File: src/rtl/baud_rate_gen_if.sv
// Control and tick signals of the fractional baud-rate generator.
// The controller drives the master side; the generator uses the slave side.
interface baud_rate_gen_if #(
  parameter int DIV_W  = 16,
  parameter int FRAC_W = 4
);
  logic              enb;
  logic              clear;
  logic [DIV_W-1:0]  div_int;
  logic [FRAC_W-1:0] div_frac;
  logic              div_load;
  logic              os_tick;
  logic              mid_tick;
  logic              bit_tick;
  logic              cfg_err;
  logic              load_pend;

  modport master (
    output enb, clear, div_int, div_frac, div_load,
    input  os_tick, mid_tick, bit_tick, cfg_err, load_pend
  );

  modport slave (
    input  enb, clear, div_int, div_frac, div_load,
    output os_tick, mid_tick, bit_tick, cfg_err, load_pend
  );
endinterface

File: src/rtl/baud_rate_gen.sv
// Fractional-N baud-rate generator: prescaler with fractional carry feeding
// an oversample counter that marks bit centre and bit end.
module baud_rate_gen #(
  parameter int DIV_W   = 16,
  parameter int FRAC_W  = 4,
  parameter int OS_RATE = 16
) (
  input  logic           clk,
  input  logic           rst,
  baud_rate_gen_if.slave bus
);
  localparam int OS_W = (OS_RATE > 2) ? $clog2(OS_RATE) : 1;

  logic [DIV_W-1:0]  act_int_reg, act_int_next;
  logic [FRAC_W-1:0] act_frac_reg, act_frac_next;
  logic [DIV_W-1:0]  pend_int_reg, pend_int_next;
  logic [FRAC_W-1:0] pend_frac_reg, pend_frac_next;
  logic              pend_reg, pend_next;
  logic [DIV_W-1:0]  pre_cnt_reg, pre_cnt_next;
  logic [FRAC_W-1:0] frac_acc_reg, frac_acc_next;
  logic              carry_reg, carry_next;
  logic [OS_W-1:0]   os_cnt_reg, os_cnt_next;

  logic              run;
  logic              os_tick;
  logic              mid_tick;
  logic              bit_tick;
  logic              apply;
  logic [DIV_W:0]    limit;
  logic [DIV_W:0]    pre_inc;
  logic [FRAC_W:0]   frac_sum;

  // Gating on rst keeps every tick low while reset is held, even with enb high.
  assign run      = rst && bus.enb && !bus.clear && (act_int_reg != '0);
  assign limit    = {1'b0, act_int_reg} + {{DIV_W{1'b0}}, carry_reg};
  assign pre_inc  = {1'b0, pre_cnt_reg} + (DIV_W+1)'(1);
  // ">=" rather than "==" so a divisor shrunk below pre_cnt still wraps.
  assign os_tick  = run && (pre_inc >= limit);
  assign mid_tick = os_tick && (os_cnt_reg == OS_W'(OS_RATE/2 - 1));
  assign bit_tick = os_tick && (os_cnt_reg == OS_W'(OS_RATE - 1));
  assign frac_sum = {1'b0, frac_acc_reg} + {1'b0, act_frac_reg};

  assign bus.os_tick   = os_tick;
  assign bus.mid_tick  = mid_tick;
  assign bus.bit_tick  = bit_tick;
  assign bus.cfg_err   = (act_int_reg == '0);
  assign bus.load_pend = pend_reg;

  always_comb begin
    act_int_next   = act_int_reg;
    act_frac_next  = act_frac_reg;
    pend_int_next  = pend_int_reg;
    pend_frac_next = pend_frac_reg;
    pend_next      = pend_reg;
    apply          = 1'b0;
    if (!bus.enb) begin
      if (bus.div_load) begin
        act_int_next  = bus.div_int;
        act_frac_next = bus.div_frac;
      end else if (pend_reg) begin
        act_int_next  = pend_int_reg;
        act_frac_next = pend_frac_reg;
      end
      pend_next = 1'b0;
    end else if (bit_tick) begin
      // A load coinciding with the bit boundary takes effect directly.
      if (bus.div_load) begin
        act_int_next  = bus.div_int;
        act_frac_next = bus.div_frac;
        apply         = 1'b1;
      end else if (pend_reg) begin
        act_int_next  = pend_int_reg;
        act_frac_next = pend_frac_reg;
        apply         = 1'b1;
      end
      pend_next = 1'b0;
    end else if (bus.div_load) begin
      pend_int_next  = bus.div_int;
      pend_frac_next = bus.div_frac;
      pend_next      = 1'b1;
    end
  end

  always_comb begin
    pre_cnt_next  = pre_cnt_reg;
    frac_acc_next = frac_acc_reg;
    carry_next    = carry_reg;
    os_cnt_next   = os_cnt_reg;
    if (!run) begin
      pre_cnt_next  = '0;
      frac_acc_next = '0;
      carry_next    = 1'b0;
      os_cnt_next   = '0;
    end else if (os_tick) begin
      pre_cnt_next = '0;
      os_cnt_next  = bit_tick ? '0 : os_cnt_reg + OS_W'(1);
      if (apply) begin
        frac_acc_next = '0;
        carry_next    = 1'b0;
      end else begin
        {carry_next, frac_acc_next} = frac_sum;
      end
    end else begin
      pre_cnt_next = pre_cnt_reg + DIV_W'(1);
    end
  end

  always_ff @(posedge clk or negedge rst) begin
    if (!rst) begin
      act_int_reg   <= DIV_W'(1);
      act_frac_reg  <= '0;
      pend_int_reg  <= '0;
      pend_frac_reg <= '0;
      pend_reg      <= 1'b0;
      pre_cnt_reg   <= '0;
      frac_acc_reg  <= '0;
      carry_reg     <= 1'b0;
      os_cnt_reg    <= '0;
    end else begin
      act_int_reg   <= act_int_next;
      act_frac_reg  <= act_frac_next;
      pend_int_reg  <= pend_int_next;
      pend_frac_reg <= pend_frac_next;
      pend_reg      <= pend_next;
      pre_cnt_reg   <= pre_cnt_next;
      frac_acc_reg  <= frac_acc_next;
      carry_reg     <= carry_next;
      os_cnt_reg    <= os_cnt_next;
    end
  end
endmodule

File: src/flat_wrapper.sv
// flat-port wrapper written by rule: the top's interface ports become plain ports
module baud_rate_gen_flat 
#(
  parameter int DIV_W   = 16,
  parameter int FRAC_W  = 4,
  parameter int OS_RATE = 16
)
  (clk, rst, bus_enb, bus_clear, bus_div_int, bus_div_frac, bus_div_load, bus_os_tick, bus_mid_tick, bus_bit_tick, bus_cfg_err, bus_load_pend);
  baud_rate_gen_if #(.DIV_W(DIV_W), .FRAC_W(FRAC_W)) bus_i ();
  input  logic clk;
  input  logic rst;
  input wire logic [$bits(bus_i.enb)-1:0] bus_enb;
  input wire logic [$bits(bus_i.clear)-1:0] bus_clear;
  input wire logic [$bits(bus_i.div_int)-1:0] bus_div_int;
  input wire logic [$bits(bus_i.div_frac)-1:0] bus_div_frac;
  input wire logic [$bits(bus_i.div_load)-1:0] bus_div_load;
  output wire logic [$bits(bus_i.os_tick)-1:0] bus_os_tick;
  output wire logic [$bits(bus_i.mid_tick)-1:0] bus_mid_tick;
  output wire logic [$bits(bus_i.bit_tick)-1:0] bus_bit_tick;
  output wire logic [$bits(bus_i.cfg_err)-1:0] bus_cfg_err;
  output wire logic [$bits(bus_i.load_pend)-1:0] bus_load_pend;
  assign bus_i.enb = bus_enb;
  assign bus_i.clear = bus_clear;
  assign bus_i.div_int = bus_div_int;
  assign bus_i.div_frac = bus_div_frac;
  assign bus_i.div_load = bus_div_load;
  assign bus_os_tick = bus_i.os_tick;
  assign bus_mid_tick = bus_i.mid_tick;
  assign bus_bit_tick = bus_i.bit_tick;
  assign bus_cfg_err = bus_i.cfg_err;
  assign bus_load_pend = bus_i.load_pend;
  baud_rate_gen #(.DIV_W(DIV_W), .FRAC_W(FRAC_W), .OS_RATE(OS_RATE)) u_core (.clk(clk), .rst(rst), .bus(bus_i));
endmodule
File: config.mk
export PLATFORM = sky130hd
export DESIGN_NAME = baud_rate_gen_flat
export DESIGN_NICKNAME = d
export VERILOG_FILES = /design/src/rtl/baud_rate_gen_if.sv /design/src/rtl/baud_rate_gen.sv /design/src/flat_wrapper.sv
export SDC_FILE = /design/constraint.sdc
export NUM_CORES = 1
export LEC_CHECK = 0
export CORE_AREA = 2 2 82 104
export CTS_CLUSTER_DIAMETER = 100
export DETAILED_ROUTE_END_ITERATION = 16
export DIE_AREA = 0 0 84 106
export GPL_ROUTABILITY_DRIVEN = 0
export PLACE_DENSITY = 0.69
export SYNTH_ARGS = -nofsm -noshare
export SYNTH_HDL_FRONTEND = slang
export SYNTH_SLANG_ARGS = --single-unit
File: constraint.sdc
create_clock -name clk -period 9.85 [get_ports clk]
set_clock_uncertainty 0.05 [all_clocks]
set_input_delay 2.955 -clock clk [delete_from_list [all_inputs] [get_ports clk]]
set_output_delay 2.955 -clock clk [all_outputs]
set_load 0.005 [all_outputs]
==> metrics.txt, run 1 <==
Crit path largest cell delay=0.54 ns; effective utilization at floorplan=48.24%; post-DR wirelength/cell=14.93 µm; CTS sink count=66; most prevalent standard cell on the critical path=clkdlybuf4s50_1; number of vias per cell=5.381; result of the run=completed; Hold Vio Cnt, Final=0; largest vdd supply drop=0.0001057 V; launching point of the worst reg2reg path=u_core.act_int_reg[0]; total half-perimeter wirelength after legalization and detailed placement=5331 µm; Seq cells post-synth=66; WS Path Type=input port to output port; # nets final=427; Diodes inserted=0; leakage dissipation=0.001965 µW; count of warnings emitted by yosys=0; register area=1653 µm²; layout filler cell count=677; Detail Route Antenna Nets=0; Clock Latency Late Sink=0.35 ns; min setup slack post-route=1.904 ns; number of H-tree levels=3; RSZ-0062 raised after global routing=no; ratio of final minimum period to clock period=80.67%; critical register-to-register path endpoint=u_core.act_int_reg[15]; DRT Wirelength=7137 µm; antenna violations before repair=0; layout cell share with drive strength beyond 1=16.54%; count of final max-slew check failures=0; die area=8904 µm²; Hold Crit Start=u_core.act_frac_reg[3]; mean cell area of the mapped netlist=11.26 µm²; post-synth design cell area=3864 µm²; all-layer global routing usage=17.54%; arrival time worst endpoint=4.94 ns; Horiz. Die Dim=84 µm; combinational family with the most area after synthesis=multiplexers; CTS tree=done; Area after DPL=4233 µm²; maximum clock rate=0.1259 GHz; distinct cell type count of the synthesized netlist=37; final total negative setup slack=0 ns; cell chain of the critical path=clkdlybuf4s50_1, nand4b_1, nor2_1, and3_1, clkdlybuf4s50_1; max-capacitance violation count=0; r2r worst-path depth=13; CP startpoint kind=input port; hold path endpoint=u_core.act_frac_reg[3]; final number of setup-violating endpoints=0; number of detailed-routing iterations run before antenna repair=4; top-level port count=30; Crit path buffers/inverters=2; largest net degree at the start of global routing=67; Initial DRC Count=73; most common cell after layout, fill and taps aside=dfrtp_1; Clock Tree Root=clkbuf_8; worst endpoint required time=6.85 ns; slowest library cell on the worst path=clkdlybuf4s50_1; category of the worst setup path capture point=output port; GR Overflow Total=0; vertical die dimension=106 µm; Area growth syn-to-layout=14.86%; number of buffers added to fix hold violations after cts=0; reg-to-reg slack, setup=5.76 ns; total clock buffers created by CTS=9; instance count of the mapped netlist=343; xor/xnor cell area share of the yosys netlist=7.027%; Min-Delay Path Class=flip-flop to flip-flop; final period demand of the worst path=7.946 ns; adder and majority gate portion of the synthesized area=8.614%; kind of cell adding the most delay to the critical path=buffers and inverters; via count=2,572; post-synthesis sequential area ratio=42.78%; total power=683.0 µW; transition time at the pin with the least slew margin=1.071 ns; number of gates resized after cts=0; first-pass GRT wire length=12,280 µm; worst setup slack before clock tree synthesis=1.906 ns; total area of multi-input combinational cells=2132 µm²; mux share of post-synthesis cell area=20.47%; Post-Synth Simple-Gate Area=14.15%; commonest cells after routing, fill and taps aside=dfrtp_1 (65), clkdlybuf4s50_1 (28), nor2_1 (25), ha_1 (25), nand2_1 (24); post-synth net total=394; relative slew slack=28.62%; DRC Markers=0; maximum clock insertion buffer count=2; core area=8009 µm²; Pwr per Cell Area=153.9 nW/µm²; clock slew at the register clock pins of the worst setup and hold paths=0.07 ns; final instance area=4438 µm²; share of the synthesized area in compound gates (AO/OA/AOI/OAI)=4.760%; # rows=37; hold path depth=1; highest fanout seen on the critical path=14; Post-CTS Setup Bufs=0; IO buf count=29; number of global-route vias before repair=2,619
-- Yosys cell counts, drive strengths merged --
library cell	count	share of area, %
nor4	5	0.81
nand2	24	2.3
inv	7	0.68
o311a	1	0.26
o22ai	1	0.16
a21oi	13	1.7
and2	1	0.16
xor2	14	3.2
a21o	2	0.39
xnor2	17	3.9
a31oi	4	0.65
fa	1	0.52
nand3	14	1.8
dfrtp	65	42
mux2	60	19
nor3	3	0.39
a221oi	1	0.39
nand4	7	1.3
mux2i	4	1.0
dfstp	1	0.68
or3	1	0.16
o21bai	1	0.19
and3	12	1.9
buf	5	1.1
nor2b	15	2.4
clkbuf	4	0.39
nand2b	1	0.16
o21ai	8	1.0
ha	25	8.1
nand4b	1	0.23
nor2	25	2.4
-- report_power, final --
part | switching, µW | leakage (µW) | internal [µW] | total [µW]
Sequential | 29.0 | 0.000830 | 302 | 331
Clock | 104 | 0.0000986 | 130 | 235
Combinational | 49.5 | 0.00104 | 67.6 | 117
-- stage by stage --
step | util, % | std cells | hold WS, ns
6_report | 55.41 | 478 | 0.4517
5_1_grt | 55.41 | 478 | 0.4699
4_1_cts | 55.41 | 478 | 0.4557
3_5_place_dp | 52.85 | 462 | 0.4395
3_3_place_gp | 52.85 | 462 | 0.4303
2_1_floorplan | - | 343 | 0.4123
-- kinds of logic after synthesis --
group           Yosys count
flops                    66
mux                      64
buf+inv                  16
fa+ha+maj                26
compound gates           31
simple gates            109
xor+xnor                 31
-- how the worst max path moves through the flow --
| stage | start | endpoint | slack [ns] | depth (start not counted) |
|---|---|---|---|---|
| after detailed placement | bus_enb | bus_mid_tick | 1.91 | 5 |
| after floorplan | bus_clear | bus_bit_tick | 3.17 | 3 |
| after global routing | bus_enb | bus_mid_tick | 1.73 | 5 |
| after global placement | bus_enb | bus_mid_tick | 1.99 | 5 |
| final | bus_enb | bus_mid_tick | 1.90 | 5 |
| after CTS | bus_enb | bus_mid_tick | 1.91 | 5 |
-- worst reg2reg max path: stages (launching register included) --
cell	delay, ns
dfstp_2	0.54
ha_1	0.21
ha_1	0.24
and3_1	0.25
inv_1	0.06
nor2_1	0.17
nand3_1	0.10
ha_1	0.32
nand4_1	0.15
nor3_1	0.19
o21ai_1	0.16
and3_1	0.32
o22ai_2	0.82
mux2_1	0.40
-- per-layer routing --
layer / share of wire [%] / global-route usage [%]
met5: 0 / 0
met4: 3.5 / 8.986
met3: 2.1 / 4.115
met2: 50 / 29.49
met1: 44 / 20.94
-- layout make-up --
class                   count  share of cell area (%)
clock buffers              12                   3.496
clock inverters             4                   1.128
inverters                   7                  0.5920
multi-input cells         261                   48.04
flip-flops and latches     66                   37.24
well taps                  97                   2.735
repair buffers             31                   6.766
(Power assumes the default switching activity.)
==> run 2, diff against run 1 <==
Settings changed: PLACE_DENSITY 0.69 to 0.71.
Clock period 9.85 ns to 6.9 ns, I/O delays scaled along.
==> metrics.txt, run 2 (synthesized netlist as in run 1, its figures left out) <==
first-pass GRT wire length=12,670 µm; tightest hold margin=0.4473 ns; launching point of the worst reg2reg path=u_core.act_int_reg[0]; CTS tree=done; number of detailed-routing iterations run before antenna repair=4; Post-CTS Setup Bufs=0; WS Path Type=input port to output port; Comb pwr share=17.5%; cell chain of the critical path=clkdlybuf4s50_1, nand4b_1, buf_4, nor2_1, and3_1, clkdlybuf4s50_1; net switching power=260.3 µW; relative slew slack=26.88%; DRC Markers=0; number of vias per cell=5.352; CTS sink count=66; Horiz. Die Dim=84 µm; r2r worst-path depth=13; reg-to-reg slack, setup=2.76 ns; critical register-to-register path endpoint=u_core.act_int_reg[12]; leakage dissipation=0.001970 µW; P_int=701.7 µW; share of power burned in the clock network=33.2%; core area=8009 µm²; met3 routing resource usage after global routing=2.562%; CP startpoint kind=input port; total half-perimeter wirelength after legalization and detailed placement=5287 µm; Crit path buffers/inverters=3; number of global-route vias before repair=2,721; slowest library cell on the worst path=clkdlybuf4s50_1; layout filler cell count=683; register share of total power=49.3%; layout cell share with drive strength beyond 1=17.02%; arrival time worst endpoint=3.94 ns; worst endpoint required time=4.78 ns; result of the run=completed; highest fanout seen on the critical path=8; Min-Delay Path Class=flip-flop to flip-flop; global routing met1 resource utilization=21.75%; maximum clock rate=0.1651 GHz; via count=2,569; max-capacitance violation count=0; Hold Vio Cnt, Final=0; largest net degree at the start of global routing=67; # rows=37; GR Overflow Total=0; kind of cell adding the most delay to the critical path=buffers and inverters; number of gates resized after cts=0; Detail Route Antenna Nets=0; number of buffers added to fix hold violations after cts=0; Clock Latency Late Sink=0.35 ns; die area=8904 µm²; DRT Wirelength=7229 µm; largest vdd supply drop=0.0001465 V; total clock buffers created by CTS=9; hold path endpoint=u_core.act_frac_reg[3]; Initial DRC Count=85; met2 track utilization from global routing=30.23%; final total negative setup slack=0 ns; Clock Tree Root=clkbuf_8; post-DR wirelength/cell=15.06 µm; all-layer global routing usage=17.87%; transition time at the pin with the least slew margin=1.097 ns; Crit path largest cell delay=0.55 ns; final period demand of the worst path=6.058 ns; vertical die dimension=106 µm; maximum clock insertion buffer count=2; clock slew at the register clock pins of the worst setup and hold paths=0.07 ns; # nets final=429; most heavily used metal layer in global routing=met2; category of the worst setup path capture point=output port; ratio of final minimum period to clock period=87.79%; number of H-tree levels=3; commonest cells after routing, fill and taps aside=dfrtp_1 (65), clkdlybuf4s50_1 (28), nor2_1 (25), ha_1 (25), nand2_1 (24); top-level port count=30; switch share=27.06%; RSZ-0062 raised after global routing=no; antenna violations before repair=1; hold path depth=1; Hold Crit Start=u_core.act_frac_reg[3]; effective utilization at floorplan=48.24%; most prevalent standard cell on the critical path=clkdlybuf4s50_1; final number of setup-violating endpoints=0; IO buf count=29; most common cell after layout, fill and taps aside=dfrtp_1; Area growth syn-to-layout=14.99%; count of final max-slew check failures=0; Pwr per Cell Area=216.5 nW/µm²
[run 2: cell types whose count changed in the layout (fill, tap and decap cells not counted)]
cell	change
diode_2	+1
clkinv_2	+1
clkbuf_8	-1
clkbuf_1	-1
buf_4	+2
[run 2: per-stage QoR]
stage / instance area, µm² / util (%) / setup slack [ns] / total power [µW] / std cells
finish: 4443 / 55.48 / 0.8422 / 962.0 / 480
global route: 4443 / 55.48 / 0.5481 / 1012 / 480
CTS: 4441 / 55.44 / 0.8113 / 972.0 / 479
detailed placement: 4248 / 53.04 / 0.8756 / 649.1 / 464
global placement: 4248 / 53.04 / 0.9059 / 640.8 / 464
floorplan: 3864 / - / 1.994 / 591.4 / 343
[run 2: cell type report]
| type | instances | area [µm²] | area share, % |
|---|---|---|---|
| diodes | 1 | 2.502 | 0.05632 |
| inverters | 7 | 26.28 | 0.5914 |
| well taps | 97 | 121.4 | 2.732 |
| flip-flops and latches | 66 | 1653 | 37.20 |
| clock buffers | 10 | 137.6 | 3.098 |
| repair buffers | 33 | 315.3 | 7.097 |
| clock inverters | 5 | 55.05 | 1.239 |
| multi-input cells | 261 | 2132 | 47.99 |
[run 2: worst max-delay path by stage]
| stage | start | endpoint | slack (ns) | depth (start not counted) |
|---|---|---|---|---|
| final | bus_enb | bus_mid_tick | 0.84 | 6 |
| after global routing | u_core.act_int_reg[0] | bus_mid_tick | 0.55 | 14 |
| after CTS | u_core.act_int_reg[0] | bus_mid_tick | 0.81 | 14 |
| after detailed placement | bus_enb | bus_mid_tick | 0.88 | 6 |
| after global placement | bus_enb | bus_mid_tick | 0.91 | 6 |
| after floorplan | bus_clear | bus_bit_tick | 1.99 | 3 |
[run 2: routing by layer]
| layer | wire length, µm | share of wire [%] |
|---|---|---|
| met5 | 0 | 0 |
| met4 | 231 | 3.2 |
| met3 | 122 | 1.7 |
| met2 | 3571 | 49 |
| met1 | 3304 | 46 |
[run 2: power groups by stage]
stage / registers (µW) / clock network (µW) / logic (µW)
after floorplan: 468 / 0 / 123
after global placement: 478 / 0 / 163
after detailed placement: 480 / 0 / 169
after CTS: 474 / 327 / 172
after global routing: 482 / 342 / 189
final: 474 / 319 / 168
==> run 3, diff against run 2 <==
Settings changed: HOLD_SLACK_MARGIN set to 0.15.
==> results of run 3 <==
The final DEF is identical to that of run 2; final timing and power are the same.
